===== config.mk =====
export PLATFORM = sky130hd
export DESIGN_NAME = mdu_ctrl
export DESIGN_NICKNAME = d
export VERILOG_FILES = /design/src/rtl/mdu_ctrl_pkg.sv /design/src/rtl/mdu_ctrl_div_iter.sv /design/src/rtl/mdu_ctrl.sv
export SDC_FILE = /design/constraint.sdc
export NUM_CORES = 2
export LEC_CHECK = 0
export CAP_MARGIN = 20
export CELL_PAD_IN_SITES_DETAIL_PLACEMENT = 1
export CELL_PAD_IN_SITES_GLOBAL_PLACEMENT = 2
export CORE_MARGIN = 10
export CORE_UTILIZATION = 45
export DETAILED_ROUTE_END_ITERATION = 10
export PLACE_DENSITY = 0.91
export SETUP_SLACK_MARGIN = 0.02
export SLEW_MARGIN = 20
export SYNTH_ARGS = -nofsm -noshare
export SYNTH_HDL_FRONTEND = slang
export SYNTH_HIERARCHICAL = 1
export SYNTH_SLANG_ARGS = --single-unit

===== constraint.sdc =====
create_clock -name clk -period 17.5 [get_ports clk]
set_clock_uncertainty 0.2 [all_clocks]
set_input_delay 2.625 -clock clk [delete_from_list [all_inputs] [get_ports clk]]
set_output_delay 2.625 -clock clk [all_outputs]
set_load 0.01 [all_outputs]

===== src/rtl/mdu_ctrl_pkg.sv =====
// Shared opcode bit positions, sequencer states and small helpers for the
// multiply/divide unit.
package mdu_ctrl_pkg;

    localparam int unsigned MDOP_W     = 8;
    localparam int unsigned MDOP_MULT  = 0;
    localparam int unsigned MDOP_MULTU = 1;
    localparam int unsigned MDOP_DIV   = 2;
    localparam int unsigned MDOP_DIVU  = 3;
    localparam int unsigned MDOP_MTHI  = 4;
    localparam int unsigned MDOP_MTLO  = 5;
    localparam int unsigned MDOP_MFHI  = 6;
    localparam int unsigned MDOP_MFLO  = 7;

    typedef enum logic [2:0] {
        S_IDLE = 3'd0,
        S_MUL  = 3'd1,
        S_DIV  = 3'd2,
        S_DFIX = 3'd3,
        S_DZ   = 3'd4
    } mdu_state_e;

    function automatic logic is_onehot(input logic [MDOP_W-1:0] op);
        return (op != '0) && ((op & (op - MDOP_W'(1))) == '0);
    endfunction

    // Magnitude of a signed operand; unsigned operands pass through untouched.
    function automatic logic [31:0] mag32(input logic [31:0] x, input logic sgn);
        return (sgn && x[31]) ? 32'(-x) : x;
    endfunction

endpackage


===== src/rtl/mdu_ctrl_div_iter.sv =====
// Unsigned restoring radix-2 divider core: one quotient bit per enabled step,
// 32 steps after start for a full result.
module div_iter (
    input  logic        clk,
    input  logic        rst,
    input  logic        start_i,
    input  logic        step_i,
    input  logic [31:0] dividend_i,
    input  logic [31:0] divisor_i,
    output logic [31:0] quotient_o,
    output logic [31:0] remainder_o
);

    logic [31:0] quo_q;
    logic [31:0] rem_q;
    logic [31:0] dvs_q;
    logic [32:0] shifted_c;
    logic        fits_c;

    // quo_q shifts the dividend out at the top while quotient bits enter below.
    assign shifted_c = {rem_q, quo_q[31]};
    assign fits_c    = shifted_c >= {1'b0, dvs_q};

    always_ff @(posedge clk) begin
        if (rst) begin
            quo_q <= '0;
            rem_q <= '0;
            dvs_q <= '0;
        end else if (start_i) begin
            quo_q <= dividend_i;
            rem_q <= '0;
            dvs_q <= divisor_i;
        end else if (step_i) begin
            quo_q <= {quo_q[30:0], fits_c};
            rem_q <= fits_c ? 32'(shifted_c - {1'b0, dvs_q}) : shifted_c[31:0];
        end
    end

    assign quotient_o  = quo_q;
    assign remainder_o = rem_q;

endmodule


===== src/rtl/mdu_ctrl.sv =====
// Multiply/divide sequencer: owns HI/LO, runs MUL_LAT-cycle multiplies and
// 33-cycle divides, and stalls execute while an op is in flight.
module mdu_ctrl
    import mdu_ctrl_pkg::*;
#(
    parameter int unsigned MUL_LAT = 2
) (
    input  logic              clk,
    input  logic              rst,
    input  logic              issue_valid_i,
    input  logic [MDOP_W-1:0] mduop_i,
    input  logic [31:0]       opr1_i,
    input  logic [31:0]       opr2_i,
    input  logic              ex_stall_i,
    input  logic              ex_flush_i,
    output logic [31:0]       hilo_rdata_o,
    output logic              mdu_is_active_o,
    output logic              mdu_div_active_o,
    output logic              mdu_stall_o,
    output logic [31:0]       hi_o,
    output logic [31:0]       lo_o
);

    localparam int unsigned      CNT_W        = 5;
    localparam logic [CNT_W-1:0] DIV_CNT_INIT = CNT_W'(31);
    localparam logic [CNT_W-1:0] MUL_CNT_INIT = CNT_W'(MUL_LAT - 1);

    mdu_state_e       state_q;
    logic [CNT_W-1:0] cnt_q;
    logic [31:0]      hi_q, lo_q;
    logic [31:0]      mul_a_q, mul_b_q;
    logic             mul_signed_q, neg_quo_q, neg_rem_q;

    logic             fire_c, op_mul_c, op_div_c, div_signed_c;
    logic             div_start_c, div_step_c;
    logic [31:0]      div_a_c, div_b_c, quo_c, rem_c;
    logic [63:0]      mul_a64_c, mul_b64_c, product_c;

    assign fire_c       = issue_valid_i & ~ex_stall_i & ~ex_flush_i
                        & (state_q == S_IDLE) & is_onehot(mduop_i);
    assign op_mul_c     = mduop_i[MDOP_MULT] | mduop_i[MDOP_MULTU];
    assign op_div_c     = mduop_i[MDOP_DIV] | mduop_i[MDOP_DIVU];
    assign div_signed_c = mduop_i[MDOP_DIV];
    assign div_start_c  = fire_c & op_div_c & (opr2_i != '0);
    assign div_step_c   = (state_q == S_DIV);
    assign div_a_c      = mag32(opr1_i, div_signed_c);
    assign div_b_c      = mag32(opr2_i, div_signed_c);

    // Low 64 bits of the extended product are exact for both signednesses.
    assign mul_a64_c = mul_signed_q ? {{32{mul_a_q[31]}}, mul_a_q} : {32'd0, mul_a_q};
    assign mul_b64_c = mul_signed_q ? {{32{mul_b_q[31]}}, mul_b_q} : {32'd0, mul_b_q};
    assign product_c = mul_a64_c * mul_b64_c;

    div_iter u_div_iter (
        .clk        (clk),
        .rst        (rst),
        .start_i    (div_start_c),
        .step_i     (div_step_c),
        .dividend_i (div_a_c),
        .divisor_i  (div_b_c),
        .quotient_o (quo_c),
        .remainder_o(rem_c)
    );

    always_ff @(posedge clk) begin
        if (rst) begin
            state_q      <= S_IDLE;
            cnt_q        <= '0;
            hi_q         <= '0;
            lo_q         <= '0;
            mul_a_q      <= '0;
            mul_b_q      <= '0;
            mul_signed_q <= 1'b0;
            neg_quo_q    <= 1'b0;
            neg_rem_q    <= 1'b0;
        end else begin
            case (state_q)
                S_IDLE: begin
                    if (fire_c) begin
                        if (mduop_i[MDOP_MTHI]) hi_q <= opr1_i;
                        if (mduop_i[MDOP_MTLO]) lo_q <= opr1_i;
                        if (op_mul_c) begin
                            mul_a_q      <= opr1_i;
                            mul_b_q      <= opr2_i;
                            mul_signed_q <= mduop_i[MDOP_MULT];
                            cnt_q        <= MUL_CNT_INIT;
                            state_q      <= S_MUL;
                        end
                        if (op_div_c) begin
                            if (opr2_i == '0) begin
                                state_q <= S_DZ;
                            end else begin
                                neg_quo_q <= div_signed_c & (opr1_i[31] ^ opr2_i[31]);
                                neg_rem_q <= div_signed_c & opr1_i[31];
                                cnt_q     <= DIV_CNT_INIT;
                                state_q   <= S_DIV;
                            end
                        end
                    end
                end
                S_MUL: begin
                    if (cnt_q == '0) begin
                        {hi_q, lo_q} <= product_c;
                        state_q      <= S_IDLE;
                    end else begin
                        cnt_q <= cnt_q - CNT_W'(1);
                    end
                end
                S_DIV: begin
                    if (cnt_q == '0) state_q <= S_DFIX;
                    else             cnt_q   <= cnt_q - CNT_W'(1);
                end
                S_DFIX: begin
                    lo_q    <= neg_quo_q ? 32'(-quo_c) : quo_c;
                    hi_q    <= neg_rem_q ? 32'(-rem_c) : rem_c;
                    state_q <= S_IDLE;
                end
                S_DZ:    state_q <= S_IDLE;
                default: state_q <= S_IDLE;
            endcase
        end
    end

    assign mdu_is_active_o  = (state_q != S_IDLE);
    assign mdu_div_active_o = (state_q == S_DIV) | (state_q == S_DFIX);
    assign mdu_stall_o      = issue_valid_i & mdu_is_active_o;
    assign hilo_rdata_o     = mduop_i[MDOP_MFHI] ? hi_q : lo_q;
    assign hi_o             = hi_q;
    assign lo_o             = lo_q;

endmodule


==> impl_metrics.ini <==
[placed_design]
place.detailed.hpwl_um = 188000
dp_slack_ps = 7040
port_buffers = 175
dpl.cell_count = 8900
routability_cong = 0.962

[global_routing]
grt_antenna_before_repair = 11
grt_first_pass_wirelength_um = 353000
grt_max_degree = 78
grtUsageTotal_pct = 29.5
first_global_vias = 56593
overflow = 0

[timing]
layout_setup_ws_ps = 6980
worst_hold_slack_ps = 254
worst-slew-pin-transition_ps = 1100
clock.fmax_ghz = 0.0950
setup-violations-final = 0
finalMaxSlewViolations = 0
unrepaired_setup_endpoints_after_global_routing = no
relSlewSlack_pct = 26.2
hold_viol = 0
setup_total_negative_slack_ps = 0
fin_crit_ps = 10520
finalCritPeriodShare_pct = 60.1

[routing]
drt-wirelength-per-cell_um = 25.5
initialDrtViolationCount = 3697
routed-via-count = 49746
ant_nets = 0
first_pass_iteration_count_of_the_detailed_router = 5
post-route-drc-count = 0
postRouteWirelength_um = 228000
detail_routed_via_count_per_cell = 5.56

[logic_synthesis]
netlist_area_pre_place_um2 = 62900
synthDistinctLibCells = 93
synth-main-ff-cell = sky130_fd_sc_hd__dfxtp_1
syn_area_per_cell_um2 = 8.83
synth_async_sr_flop_share_pct = 0
syn-instance-count = 7126
yosysSeqAreaShare_pct = 7.48
ys_ff_latch = 235
syn-num-nets = 8969
synth-edff-count = 0
synth_warnings = 6

[finish]
finalNonFillerCells = 8951
layout_common_cells = sky130_fd_sc_hd__inv_1, sky130_fd_sc_hd__fa_1, sky130_fd_sc_hd__nand2_1
drive_gt1_share_pct = 3.48
layout_commonest_cell = sky130_fd_sc_hd__inv_1
layout.core_utilization_pct = 48.3
num-nets-final = 8896
areaGrowthSynthToFinish_pct = 6.93

[floorplan]
row_count = 137
die_h_um = 394
initial_cell_density_of_the_core_pct = 45.2
io-pin-count = 176
floorplan.core_area_um2 = 139000
dieWidth_um = 394
floorplan.die_area_um2 = 155000

[clocking]
clk_pin_slew_ps = 80
clock_tree_sinks = 235
clkLatencyLatePin_ps = 600
clk_root_buffer_cell = sky130_fd_sc_hd__clkbuf_16
tritoncts = yes
cts_hold_repair.buffers = 0
ctsResizeCount = 0
htree_num_levels = 1
cts_inserted_buffers = 27
clk_path_buf_depth = 3
post-cts-setup-buffer-count = 0

[setup_path]
worst_setup_path_start_kind = register
cp_slowest_stage_delay_ps = 880
crit_buf_inv = 6
crit_path_top_delay_cell = sky130_fd_sc_hd__fa_1
timing.critical_path.to_type = register
criticalPathCategory = register to register
timing.critical_path.fanout_max = 22
critPathMostFrequentCell = sky130_fd_sc_hd__fa_1
cp_top_family = adder cells
rrSetupSlack_ps = 6980
crit_required_ps = 17830
timing.critical_path.arrival_ps = 10860

[min_path]
hold_path_class = register to register

[power]
p_per_area_nw_per_um2 = 24.6
vdd_drop_max_v = 0.0000701
static_leakage_power_nw = 33.1

[job]
cap_violations = 0

[outcome]
status = completed
[kinds of logic (layout without fill, tap and decap cells)]
group	after synthesis	count (layout)	share of synthesized area, %
AO/OA/AOI/OAI	823	823	8.18
XOR/XNOR	244	244	3.40
adder cells (fa/ha/maj)	1771	1771	52.1
buffers and inverters	1969	1915	11.9
flip-flops	235	235	7.48
multiplexers	107	107	1.77
other	0	3	0
AND/OR/NAND/NOR	1977	1977	15.2
[worst reg2reg max path: cells and delay by family, from the launching register on]
kind,cells,cell delay [ps]
buffers and inverters,6,950
AO/OA/AOI/OAI,5,1340
flip-flops,1,350
AND/OR/NAND/NOR,6,1470
adder cells (fa/ha/maj),11,6160
[where the power goes]
| part | total (W) | leakage (nW) | switching [W] | internal, W |
|---|---|---|---|---|
| clock | 0.000645 | 0.465 | 0.000284 | 0.000361 |
| sequential | 0.000562 | 1.90 | 0.0000190 | 0.000543 |
| combinational | 0.000450 | 30.8 | 0.000292 | 0.000158 |
| total | 0.00166 | 33.1 | 0.000595 | 0.00106 |
[state kept, by name, summed over array words and instances, names as in the netlist]
name                    flops
cnt_q                       5
hi_o                       32
lo_o                       32
mul_a_q                    32
mul_b_q                    32
mul_signed_q                1
neg_quo_q                   1
neg_rem_q                   1
state_q                     3
u_div_iter/dvs_q           32
u_div_iter/quotient_o      32
u_div_iter/remainder_o     32
[layer usage]
metal  share of wire (%)  up-vias  global-route usage, %
li1                    -    21314                      -
met1                  43    26165                   40.4
met2                  45     1905                   47.0
met3                 9.0      350                   6.72
met4                 3.2       12                   8.12
met5               0.031        -                      0
[layout make-up]
type / count / area [µm²]
Fill cell: 16328 / 71900
Multi-Input combinational cell: 4922 / 50800
Inverter: 1594 / 5980
Sequential cell: 235 / 4710
Timing Repair Buffer: 273 / 2480
Tap cell: 1876 / 2350
Clock buffer: 31 / 731
Clock inverter: 17 / 216
Antenna cell: 3 / 7.51
[path summary, 6_finish.rpt]
check | startpoint | depth (start not counted) | end
setup / recovery | mul_signed_q$_SDFFE_PP0P_ | 28 | hi_o[30]$_SDFFE_PP0P_
hold / removal | mul_a_q[26]$_SDFFE_PP0P_ | 2 | mul_a_q[26]$_SDFFE_PP0P_
setup reg to reg | mul_signed_q$_SDFFE_PP0P_ | 28 | hi_o[30]$_SDFFE_PP0P_
hold reg to reg | mul_a_q[26]$_SDFFE_PP0P_ | 2 | mul_a_q[26]$_SDFFE_PP0P_
[cells in the mapped netlist (34+ instances only)]
library cell,n,area (µm²)
sky130_fd_sc_hd__xnor2_1,147,1290
sky130_fd_sc_hd__ha_1,346,4330
sky130_fd_sc_hd__nor3_1,48,240
sky130_fd_sc_hd__nand3_1,52,260
sky130_fd_sc_hd__o31ai_1,35,263
sky130_fd_sc_hd__a21o_1,60,450
sky130_fd_sc_hd__xor2_1,97,850
sky130_fd_sc_hd__fa_1,1420,28400
sky130_fd_sc_hd__nor2_1,243,912
sky130_fd_sc_hd__dfxtp_1,235,4700
sky130_fd_sc_hd__a21oi_1,274,1370
sky130_fd_sc_hd__and3_1,36,225
sky130_fd_sc_hd__mux2_2,34,383
sky130_fd_sc_hd__o21ai_0,192,961
sky130_fd_sc_hd__mux2i_1,73,731
sky130_fd_sc_hd__a31oi_1,58,363
sky130_fd_sc_hd__and2_1,583,3650
sky130_fd_sc_hd__nand2_1,866,3250
sky130_fd_sc_hd__inv_1,1594,5980
sky130_fd_sc_hd__clkbuf_1,330,1240
[through the flow]
step	power (W)	area [µm²]
floorplan	0.000882	62900
global placement	0.00102	66300
detailed placement	0.00102	66300
CTS	0.00166	67300
global route	0.00173	67300
finish	0.00166	67300
No activity file was read; power rests on OpenSTA's default activity.
